### config.mk
export PLATFORM = sky130hd
export DESIGN_NAME = cpu_sequencer
export DESIGN_NICKNAME = d
export VERILOG_FILES = /design/src/rtl/cpu_sequencer_pkg.sv /design/src/rtl/cpu_sequencer_sat_counter.sv /design/src/rtl/cpu_sequencer.sv
export SDC_FILE = /design/constraint.sdc
export NUM_CORES = 1
export LEC_CHECK = 0
export ABC_AREA = 1
export BUFFER_PORTS_ARGS = -buffer_cell sky130_fd_sc_hd__buf_4
export CORE_MARGIN = 10
export CORE_UTILIZATION = 52
export DETAILED_ROUTE_END_ITERATION = 7
export PLACE_DENSITY_LB_ADDON = 0.12
export SLEW_MARGIN = 40
export SYNTH_ARGS = -nofsm -noshare
export SYNTH_HDL_FRONTEND = slang
export SYNTH_SLANG_ARGS = --single-unit
### constraint.sdc
create_clock -name clk -period 2.2 [get_ports clk]
set_input_delay 0.33 -clock clk [delete_from_list [all_inputs] [get_ports clk]]
set_output_delay 0.33 -clock clk [all_outputs]
set_load 0.005 [all_outputs]
### src/rtl/cpu_sequencer_pkg.sv
// -----------------------------------------------------------------------------
// cpu_sequencer_pkg
// Shared definitions for the multi-cycle CPU sequencer and the decode logic.
//   state_e          : sequencer state encoding (visible on the state port)
//   MEM_TIMEOUT_DEF  : default memory timeout, in request cycles
//   WAIT_W           : width of the memory wait counter (covers 1..255)
//   FUNCT_HALT       : funct field value that decodes as halt
//   is_active()      : true for states that count toward cycle_count
// -----------------------------------------------------------------------------
package cpu_sequencer_pkg;

  typedef enum logic [2:0] {
    ST_IDLE   = 3'd0,
    ST_FETCH  = 3'd1,
    ST_DECODE = 3'd2,
    ST_EXEC   = 3'd3,
    ST_MEM    = 3'd4,
    ST_WB     = 3'd5,
    ST_HALT   = 3'd6,
    ST_ERROR  = 3'd7
  } state_e;

  localparam int unsigned MEM_TIMEOUT_DEF = 16;
  localparam int          WAIT_W          = 8;
  localparam logic [5:0]  FUNCT_HALT      = 6'b111111;

  function automatic logic is_active(state_e s);
    return !(s == ST_IDLE || s == ST_HALT || s == ST_ERROR);
  endfunction

endpackage

### src/rtl/cpu_sequencer_sat_counter.sv
// -----------------------------------------------------------------------------
// sat_counter
// Up-counter that sticks at all-ones instead of wrapping.
//   clk : clock, rising edge
//   rst : asynchronous active-high reset, clears the count
//   inc : count enable
//   q   : current count (W bits)
// -----------------------------------------------------------------------------
module sat_counter #(
  parameter int W = 32
) (
  input  logic         clk,
  input  logic         rst,
  input  logic         inc,
  output logic [W-1:0] q
);

  logic [W-1:0] cnt_q;

  always_ff @(posedge clk or posedge rst) begin
    if (rst) begin
      cnt_q <= '0;
    end else if (inc && (cnt_q != '1)) begin
      cnt_q <= cnt_q + W'(1);
    end
  end

  assign q = cnt_q;

endmodule

### src/rtl/cpu_sequencer.sv
// -----------------------------------------------------------------------------
// cpu_sequencer
// Multi-cycle sequencer stepping each instruction through FETCH, DECODE,
// EXEC, MEM and WB over one shared memory port.
//   inputs : clk, rst (async, active-high), run, dec_* class flags,
//            branch_taken (valid in EXEC), mem_ready
//   outputs: mem_req/mem_we, ir_write, mdr_write, pc_write, pc_src,
//            reg_write, state, halted, err, cycle_count, instr_count
//
// state  | meaning
// -------+--------------------------------------------------------------
// IDLE   | waiting for run at an instruction boundary
// FETCH  | instruction read on the memory port
// DECODE | one cycle for the decode flags to settle; halt/illegal check
// EXEC   | ALU cycle; branches and nops retire here
// MEM    | load/store transfer on the memory port
// WB     | register file write, then retire
// HALT   | halt instruction seen; leaves only on reset
// ERROR  | memory timeout or illegal load+store; leaves only on reset
// -----------------------------------------------------------------------------
module cpu_sequencer
  import cpu_sequencer_pkg::*;
#(
  parameter int CNT_W       = 32,
  parameter int MEM_TIMEOUT = MEM_TIMEOUT_DEF
) (
  input  logic             clk,
  input  logic             rst,
  input  logic             run,
  input  logic             dec_mem_read,
  input  logic             dec_mem_write,
  input  logic             dec_branch,
  input  logic             dec_reg_write,
  input  logic             dec_halt,
  input  logic             branch_taken,
  input  logic             mem_ready,
  output logic             mem_req,
  output logic             mem_we,
  output logic             ir_write,
  output logic             mdr_write,
  output logic             pc_write,
  output logic             pc_src,
  output logic             reg_write,
  output logic [2:0]       state,
  output logic             halted,
  output logic             err,
  output logic [CNT_W-1:0] cycle_count,
  output logic [CNT_W-1:0] instr_count
);

  // Timeout fires at the end of the MEM_TIMEOUT-th stalled request cycle.
  localparam logic [WAIT_W-1:0] WAIT_LAST = WAIT_W'(MEM_TIMEOUT - 1);

  state_e            state_q, state_d;
  logic [WAIT_W-1:0] wait_q, wait_d;
  logic              retire;

  always_ff @(posedge clk or posedge rst) begin
    if (rst) begin
      state_q <= ST_IDLE;
      wait_q  <= '0;
    end else begin
      state_q <= state_d;
      wait_q  <= wait_d;
    end
  end

  always_comb begin
    state_d = state_q;
    wait_d  = wait_q;
    retire  = 1'b0;
    unique case (state_q)
      ST_IDLE: begin
        if (run) begin
          state_d = ST_FETCH;
          wait_d  = '0;
        end
      end
      ST_FETCH: begin
        if (mem_ready)                state_d = ST_DECODE;
        else if (wait_q == WAIT_LAST) state_d = ST_ERROR;
        else                          wait_d  = wait_q + WAIT_W'(1);
      end
      ST_DECODE: begin
        if (dec_halt)                          state_d = ST_HALT;
        else if (dec_mem_read && dec_mem_write) state_d = ST_ERROR;
        else                                   state_d = ST_EXEC;
      end
      ST_EXEC: begin
        if (dec_branch) begin
          retire = 1'b1;
        end else if (dec_mem_read || dec_mem_write) begin
          state_d = ST_MEM;
          wait_d  = '0;
        end else if (dec_reg_write) begin
          state_d = ST_WB;
        end else begin
          retire = 1'b1;
        end
      end
      ST_MEM: begin
        if (mem_ready) begin
          // Load and store are mutually exclusive here; DECODE traps both.
          if (dec_mem_read) state_d = ST_WB;
          else              retire  = 1'b1;
        end else if (wait_q == WAIT_LAST) begin
          state_d = ST_ERROR;
        end else begin
          wait_d = wait_q + WAIT_W'(1);
        end
      end
      ST_WB:    retire = 1'b1;
      ST_HALT:  state_d = ST_HALT;
      ST_ERROR: state_d = ST_ERROR;
      default:  state_d = ST_ERROR;
    endcase
    // run is only looked at here, so dropping it mid-instruction is harmless.
    if (retire) begin
      state_d = run ? ST_FETCH : ST_IDLE;
      wait_d  = '0;
    end
  end

  always_comb begin
    mem_req   = 1'b0;
    mem_we    = 1'b0;
    ir_write  = 1'b0;
    mdr_write = 1'b0;
    pc_write  = 1'b0;
    pc_src    = 1'b0;
    reg_write = 1'b0;
    halted    = 1'b0;
    err       = 1'b0;
    unique case (state_q)
      ST_FETCH: begin
        mem_req = 1'b1;
        if (mem_ready) begin
          ir_write = 1'b1;
          pc_write = 1'b1;
        end
      end
      ST_EXEC: begin
        if (dec_branch) begin
          pc_src   = 1'b1;
          pc_write = branch_taken;
        end
      end
      ST_MEM: begin
        mem_req   = 1'b1;
        mem_we    = dec_mem_write;
        mdr_write = mem_ready && dec_mem_read;
      end
      ST_WB:    reg_write = 1'b1;
      ST_HALT:  halted    = 1'b1;
      ST_ERROR: err       = 1'b1;
      default: ;
    endcase
  end

  assign state = state_q;

  sat_counter #(.W(CNT_W)) u_cycle_cnt (
    .clk (clk),
    .rst (rst),
    .inc (is_active(state_q)),
    .q   (cycle_count)
  );

  sat_counter #(.W(CNT_W)) u_instr_cnt (
    .clk (clk),
    .rst (rst),
    .inc (retire),
    .q   (instr_count)
  );

endmodule

==> results_dict.tcl, run 1 <==
set metrics [dict create \
    status "finished, final reports clean" \
    crit_family "flip-flops" \
    start_kind "flip-flop" \
    fp.dieW_um 122 \
    finalCriticalPeriod_ps 2010 \
    cp_max_fo 10 \
    synth.distinct_cells 30 \
    ys_ff_latch 75 \
    rsz0062_at_grt "no" \
    path_class "flip-flop to output pin" \
    arrival_ps 1680 \
    r2r_end "u_cycle_cnt.q[5]" \
    cts_hold_buf 0 \
    yosys.area_share.adder_pct 0.694 \
    grt_start_max_net_pins 76 \
    required_ps 1870 \
    synth_mux_area_share_pct 0 \
    antenna_found_initial 0 \
    cts_max_path_buffers 2 \
    cts_buffers 9 \
    synth-simple-area-share_pct 50.8 \
    reg2reg_slack_ps 190 \
    synth_area_leader_cell "dfrtp_1" \
    finClkSkew_ps 6.63 \
    netlist_instances 868 \
    place_congestion 0.893 \
    slowest_stage "dfrtp_1" \
    wl_per_cell_um 12.9 \
    cpMostUsedCell "inv_1" \
    fillers 987 \
    clk_latency_ps 380 \
    synth_compound_area_share_pct 2.06 \
    hold_viol 0 \
    hp-class "primary input to asynchronous set/reset pin" \
    ir_worst_vdd_mv 0.567 \
    layout-drive-gt1-share_pct 16.6 \
    wirelength_um 14200 \
    cp_cell_sequence "inv_1 -> nand2_1 -> nor2_2 -> inv_1 -> o21ai_0 -> buf_4" \
    core-area_um2 10200 \
    initial_core_util_pct 52.9 \
    p_leak_nw 3.37 \
    worst_path_largest_cell_delay_ps 500 \
    syn2layout_area_growth_pct 18.8 \
    via_count 5449 \
    syn_area_per_cell_um2 6.23 \
    timing.fmax_mhz 497 \
    grt.total_usage_pct 19.9 \
    seq_area_frac_synth_pct 34.7 \
    cts_root_buf "clkbuf_8" \
    gr-total-overflow 0 \
    slew_viol_final 0 \
    dp_hpwl_um 10700 \
    diodes 0 \
    finish.utilization_pct 62.8 \
    clock_sinks 75 \
    tns_ps 0 \
    grt_pass1_wl_um 24300 \
    power.density_nw_per_um2 776 \
    r2r-start "u_cycle_cnt.q[0]" \
    final_common_cell "nand2_1" \
    critical_path_buf_inv_count 3 \
    drc 0 \
    ys_warn_count 0 \
    fin_crit_sh_pct 91.5 \
    layout.nets 977 \
    dieArea_um2 14900 \
    maxCapViolCount 0 \
    portBuffers 85 \
    worstSetupEndpointType "output pin" \
    antenna_left 0 \
    reg2reg_depth 10 \
    num_rows 37 \
    relSlewSlack_pct 68.1 \
    worst_slew_pin_slew_ps 476 \
    grt_pass1_vias 5110 \
    clk_pin_slew_ps 90 \
    setup_ws_ps 187 \
    syn_nets 881 \
    ctsHtreeMaxLevel 3 \
    synth.top_cell.area_share_pct 34.7 \
    ys_top_cells_by_area "dfrtp_1 35%, nand2_1 29%, nor2_1 8.7%" \
    final-setup-viol-count 0 \
    dpl_worst_slack_ps 210 \
    via_per_inst 4.93 \
    synth_area_um2 5410 \
    die-height_um 122 \
    postCtsSetupRepairBufs 0 \
    io_pins 86 \
    final_cell_mix "422 x nand2_1, 124 x nor2_1, 97 x buf_4" \
    synth_xor_area_share_pct 4.05 \
    drt_iter0_drc 444 \
    dr.pass1.iters 5 \
    synth_top_family_by_area "simple AND/OR/NAND/NOR gates" \
    cts_tree "done" \
]
==> synthesized netlist by cell type <==
library cell / number
ha_1: 3
nor3_1: 1
nand2_4: 13
and2_1: 1
buf_6: 2
nand3_1: 51
o21ai_0: 12
xor2_1: 10
a21oi_4: 1
nand3b_1: 3
o21ai_1: 2
nand4_1: 13
dfrtp_1: 75
inv_4: 2
o21bai_1: 2
nand3_2: 2
buf_12: 1
nor2_1: 125
nand2_2: 16
a21oi_1: 2
buf_2: 5
nor2_2: 4
clkinv_1: 1
xnor2_1: 15
buf_4: 4
inv_1: 72
nor2_4: 3
buf_8: 1
inv_2: 4
nand2_1: 422
==> final cells by class <==
cell class	count	area (um^2)	area share (%)
multi-input cells	701	3120	48.6
flip-flops and latches	75	1880	29.2
repair buffers	98	748	11.7
inverters	79	305	4.75
well taps	136	170	2.65
clock buffers	10	138	2.14
clock inverters	6	65.1	1.01
==> worst max path at each step <==
stage                           startpoint                end  slack [ps]  cells after the start
final                             state[1]           pc_write         190                      6
after global routing              state[2]          mdr_write           8                      5
after CTS                         state[1]           pc_write         140                      6
after detailed placement  u_cycle_cnt.q[0]   u_cycle_cnt.q[5]         210                     10
after global placement    u_cycle_cnt.q[1]  u_cycle_cnt.q[21]         250                     10
after floorplan           u_instr_cnt.q[0]   u_instr_cnt.q[3]         470                     12
==> per-layer routing <==
metal / part of all wire (%) / GRT usage [%]
met5: 0 / 0
met4: 2.2 / 6.63
met3: 6.5 / 5.87
met2: 45 / 31.2
met1: 47 / 25.6
==> through the flow <==
stage | std cells | power, mW | cell area, um^2 | hold slack [ps]
2_1_floorplan | 868 | 3.32 | 5410 | 502
3_3_place_gp | 1089 | 3.88 | 6220 | 479
3_5_place_dp | 1089 | 3.90 | 6220 | 492
4_1_cts | 1105 | 5.03 | 6420 | 93.1
5_1_grt | 1105 | 5.34 | 6420 | 99.8
6_report | 1105 | 4.98 | 6420 | 64.2
==> logic make-up after synthesis <==
family | Yosys count
simple gates | 654
buf+inv | 92
flops | 75
xor+xnor | 25
compound gates | 19
fa+ha+maj | 3
==> timing repair <==
action / in CTS / in global routing
resized for setup: 0 / 1
setup endpoints to repair: 0 / 2
endpoints found under the hold margin: 0 / 0
==> tightest hold or removal path, cell delays in order <==
cell and delay [ps]:
buf_4 120, clkinvlp_4 70, buf_12 350
==> registers in the layout, indices dropped and copies added (netlist names) <==
register	count
u_cycle_cnt.q	32
wait_q	8
u_instr_cnt.q	32
state	3
==> power by group <==
part	internal (mW)	switching (mW)
registers	1.51	0.249
clock network	0.555	0.586
logic	0.719	1.36
Power figures use the tool's default switching activity.
==> inputs of run 2 (changes only) <==
ABC_AREA = 0   (was 1)
CORE_UTILIZATION = 58   (was 52)
clock period = 2.4 ns   (was 2.2 ns; I/O delays follow)
==> results_dict.tcl, run 2 <==
set metrics [dict create \
    synth_compound_area_share_pct 6.64 \
    reg2reg_depth 6 \
    layout-drive-gt1-share_pct 29.1 \
    dieArea_um2 10300 \
    cts_buffers 9 \
    layout.nets 472 \
    ctsHtreeMaxLevel 3 \
    swShare_pct 33.7 \
    portBuffers 85 \
    clk_pin_slew_ps 80 \
    cts_max_path_buffers 2 \
    fp.dieW_um 101 \
    arrival_ps 2340 \
    cts_tree "done" \
    seq_area_frac_synth_pct 48.8 \
    pwr-share-seq_pct 39.3 \
    syn2layout_area_growth_pct 25.6 \
    power.density_nw_per_um2 866 \
    wirelength_um 9430 \
    diodes 0 \
    via_per_inst 5.84 \
    dp_cells 525 \
    ys_top_cells_by_area "dfrtp_1 49%, xnor2_1 12%, nand3_1 4.0%" \
    cp_cell_sequence "ha_1 -> and4_1 -> and3_2 -> a31oi_4 -> buf_4 -> mux2_2" \
    synth.most_common_cell "dfrtp_1" \
    postCtsSetupRepairBufs 0 \
    rsz0062_at_grt "no" \
    final_common_cell "buf_4" \
    start_kind "flip-flop" \
    synth_edf_count 0 \
    ir_worst_vdd_mv 0.598 \
    finalCriticalPeriod_ps 2120 \
    grt_start_max_net_pins 39 \
    clock_sinks 75 \
    finClkSkew_ps 8.68 \
    worst_slew_pin_slew_ps 662 \
    synth_xor_area_share_pct 14.6 \
    fin_crit_sh_pct 88.1 \
    power.total_mw 4.18 \
    pwr-share-clk_pct 29.5 \
    path_class "flip-flop to flip-flop" \
    clk_latency_ps 340 \
    io_pins 86 \
    slew_viol_final 0 \
    drc 0 \
    async_reset_ff_share_pct 100 \
    critical_path_buf_inv_count 1 \
    gr-total-overflow 0 \
    fin_cells 541 \
    dp_hpwl_um 6790 \
    crit_family "simple AND/OR/NAND/NOR gates" \
    initial_core_util_pct 60.2 \
    die-height_um 101 \
    dr.pass1.iters 4 \
    p_leak_nw 2.29 \
    fillers 454 \
    power_switching_mw 1.41 \
    place_congestion 0.812 \
    ys_ff_latch 75 \
    drt_iter0_drc 187 \
    syn_nets 378 \
    final_cell_mix "91 x buf_4, 75 x dfrtp_1, 51 x xnor2_1" \
    hold_viol 0 \
    ys_warn_count 0 \
    synth_mux_area_share_pct 0.879 \
    synth.distinct_cells 55 \
    num_rows 29 \
    ys_top_cells_by_count "75 x dfrtp_1, 51 x xnor2_1, 31 x nand3_1" \
    grt_pass1_wl_um 15500 \
    antenna_found_initial 0 \
    slowest_stage "dfrtp_1" \
    cts.repair.resized 0 \
    cp_max_fo 24 \
    hp-class "primary input to asynchronous set/reset pin" \
    required_ps 2620 \
    yosys.area_share.adder_pct 0.977 \
    synth.top_cell.area_share_pct 48.8 \
    netlist_instances 365 \
    antenna_left 0 \
    synth_area_um2 3840 \
    syn_area_per_cell_um2 10.5 \
    status "finished, final reports clean" \
    reg2reg_slack_ps 280 \
    regArea_um2 1880 \
    synth_top_family_by_area "simple AND/OR/NAND/NOR gates" \
    multi_input_area_um2 1870 \
    p_int_mw 2.77 \
    via_count 3160 \
    cts_root_buf "clkbuf_8" \
    maxCapViolCount 0 \
    synth-simple-area-share_pct 25.7 \
    grt.total_usage_pct 18.3 \
    synth_area_leader_cell "dfrtp_1" \
    timing.fmax_mhz 473 \
    synth_ff_type "dfrtp_1" \
    worstSetupEndpointType "flip-flop" \
    final-setup-viol-count 0 \
    cts_hold_buf 0 \
    tns_ps 0 \
    relSlewSlack_pct 55.8 \
    combPwrFrac_pct 31.2 \
    grt_pass1_vias 3175 \
    wl_per_cell_um 17.4 \
    worst_path_largest_cell_delay_ps 440 \
    r2r-start "u_instr_cnt.q[0]" \
    core-area_um2 6390 \
    r2r_end "u_instr_cnt.q[1]" \
]
[run 2: cell types whose count changed in the layout (fill, tap and decap cells not counted), moves of 9 or more]
cell / before / now
and3_1: 0 / 15
inv_1: 71 / 3
nand2_1: 422 / 30
nand2_2: 16 / 2
nand2_4: 13 / 0
nand3_1: 51 / 31
nand4_1: 13 / 22
nor2_1: 124 / 24
xnor2_1: 15 / 51
[run 2: power by group through the flow]
stage               registers [mW]  logic (mW)  clock network [mW]
global placement              1.64        1.27                   0
detailed placement            1.66        1.30                   0
finish                        1.64        1.30                1.23
CTS                           1.64        1.31                1.25
global route                  1.67        1.44                1.29
floorplan                     1.59       0.914                   0
[run 2: final cells by class]
cell class	instances	area share (%)
clock buffers	12	3.42
clock inverters	4	1.97
inverters	4	0.337
multi-input cells	277	38.8
flip-flops and latches	75	38.9
well taps	77	2.00
repair buffers	92	14.6
[run 2: cell families after synthesis]
| kind of cell | Yosys count |
|---|---|
| xor+xnor | 64 |
| compound gates | 33 |
| buf+inv | 13 |
| flops | 75 |
| simple gates | 174 |
| fa+ha+maj | 3 |
| mux | 3 |
[run 2: layer usage]
layer / vias to the layer above / share of wire, % / global-route usage [%]
li1: 1484 / - / -
met3: 18 / 7.3 / 4.90
met2: 113 / 51 / 31.3
met5: - / 0 / 0
met4: 0 / 1.7 / 6.97
met1: 1545 / 40 / 21.4
[run 2: through the flow]
| stage | worst slack [ps] | area, um^2 | hold slack [ps] | util, % |
|---|---|---|---|---|
| finish | 285 | 4830 | 95.9 | 75.6 |
| global route | 98.1 | 4830 | 134 | 75.6 |
| CTS | 289 | 4820 | 198 | 75.5 |
| detailed placement | 332 | 4560 | 487 | 71.5 |
| global placement | 376 | 4560 | 479 | 71.5 |
| floorplan | 130 | 3840 | 467 | - |
[run 2: worst max-delay path by stage]
stage,startpoint,end,slack [ps],cells past startpoint
floorplan,rst,state[0],130,1
global placement,u_cycle_cnt.q[0],u_cycle_cnt.q[1],380,6
detailed placement,u_instr_cnt.q[0],u_instr_cnt.q[1],330,6
CTS,u_instr_cnt.q[0],u_instr_cnt.q[1],290,6
global route,u_cycle_cnt.q[0],u_cycle_cnt.q[1],100,6
finish,u_instr_cnt.q[0],u_instr_cnt.q[1],280,6
==> inputs of run 3 (changes only) <==
GPL_TIMING_DRIVEN = 0   (was not set)
==> results_dict.tcl, run 3 (synthesis results as in run 2) <==
set metrics [dict create \
    final-setup-viol-count 0 \
    cp_max_fo 8 \
    slew_viol_final 0 \
    ir_worst_vdd_mv 0.656 \
    dieArea_um2 10300 \
    io_pins 86 \
    required_ps 2630 \
    path_class "flip-flop to flip-flop" \
    layout-drive-gt1-share_pct 28.8 \
    clock_sinks 75 \
    clk_pin_slew_ps 70 \
    antenna_found_initial 0 \
    rsz0062_at_grt "no" \
    dr.pass1.iters 4 \
    startpoint "u_cycle_cnt.q[0]" \
    num_rows 29 \
    relSlewSlack_pct 68.9 \
    met1_length_um 3860 \
    arrival_ps 2340 \
    tns_ps 0 \
    start_kind "flip-flop" \
    syn2layout_area_growth_pct 24.9 \
    drc 0 \
    cts_root_buf "clkbuf_8" \
    grt_start_max_net_pins 52 \
    finalCriticalPeriod_ps 2120 \
    place_congestion 0.849 \
    wirelength_um 9380 \
    grt_pass1_vias 3217 \
    worstSetupEndpointType "flip-flop" \
    hp-class "primary input to flip-flop" \
    timing.fmax_mhz 472 \
    core-area_um2 6390 \
    clk_latency_ps 340 \
    top_layer "met4" \
    hold_viol 0 \
    cts_buffers 9 \
    initial_core_util_pct 60.2 \
    die-height_um 101 \
    worst_slew_pin_slew_ps 462 \
    p_leak_nw 2.28 \
    setup_ws_ps 282 \
    cts_tree "done" \
    endpoint "u_cycle_cnt.q[1]" \
    reg2reg_depth 6 \
    maxCapViolCount 0 \
    finClkSkew_ps 7.96 \
    finish.utilization_pct 75.2 \
    drt_iter0_drc 199 \
    gr-total-overflow 0 \
    wl_per_cell_um 17.3 \
    power.density_nw_per_um2 825 \
    fillers 484 \
    reg2reg_slack_ps 280 \
    final_common_cell "buf_4" \
    status "finished, final reports clean" \
    r2r-start "u_cycle_cnt.q[0]" \
    grt_pass1_wl_um 15700 \
    r2r_end "u_cycle_cnt.q[1]" \
    dpl_worst_slack_ps 311 \
    antenna_left 0 \
    cts_max_path_buffers 2 \
    worstHoldStart "run" \
    ctsHtreeMaxLevel 3 \
    met3_length_um 637 \
    diodes 0 \
    fp.dieW_um 101 \
    grt.total_usage_pct 18.6 \
    fin_crit_sh_pct 88.3 \
    dp_hpwl_um 6890 \
    final_cell_mix "85 x buf_4, 75 x dfrtp_1, 51 x xnor2_1" \
    layout.nets 476 \
    via_per_inst 5.78 \
    via_count 3141 \
    wl_met2_um 4730 \
    portBuffers 85 \
]
[run 3: changes by cell type in the layout (fill, tap and decap cells not counted), moves of 2 or more]
cell	before	now
buf_6	0	4
clkbuf_8	12	10
buf_4	91	85
clkbuf_1	0	2
buf_2	0	2
bufinv_16	3	1
[run 3: layer usage]
metal  vias up  track usage [%]
met5         -                0
met1      1541             22.3
met4         0             6.97
met3        20             4.90
li1       1486                -
met2        94             31.3
[run 3: through the flow]
step                      instance area, um^2  hold WS [ps]  power, mW  cells
after floorplan                          3840           467       2.50    365
after global placement                   4580           476       3.00    527
after detailed placement                 4610           332       3.04    528
after CTS                                4800           318       3.98    543
after global routing                     4800           336       4.19    543
final                                    4800           327       3.96    543
[run 3: final cells by class]
cell class	instances	area [um^2]	share of cell area [%]
clock buffer	11	141	2.94
inverter	4	20.0	0.417
multi-input combinational	277	1870	39.0
clock inverter	3	40.0	0.834
sequential	75	1880	39.1
buffer	9	78.8	1.64
tap	77	96.3	2.01
timing repair buffer	87	676	14.1
[run 3: power by group]
group	switching, mW	internal, mW
registers	0.186	1.41
clock network	0.440	0.495
logic	0.784	0.645
[run 3: worst min path at each step]
stage / slack (ps) / to / depth (start not counted)
2_1_floorplan: 470 / wait_q[1] / 2
3_3_place_gp: 480 / u_cycle_cnt.q[31] / 1
3_5_place_dp: 330 / u_instr_cnt.q[11] / 2
4_1_cts: 320 / state[0] / 3
5_1_grt: 340 / state[0] / 3
6_report: 330 / state[0] / 3
[run 3: what timing repair did]
item,in CTS,in global routing
hold buffers,1,0
endpoints found under the hold margin,24,0
resized for setup,0,0
setup buffers,0,0
[run 3: critical path, stage by stage, from the launching register on]
cell     delay, ps
dfrtp_1        450
ha_1           220
nand2_1        110
nor3_2         330
nand4_1        280
nand2_2        270
mux2_1         340
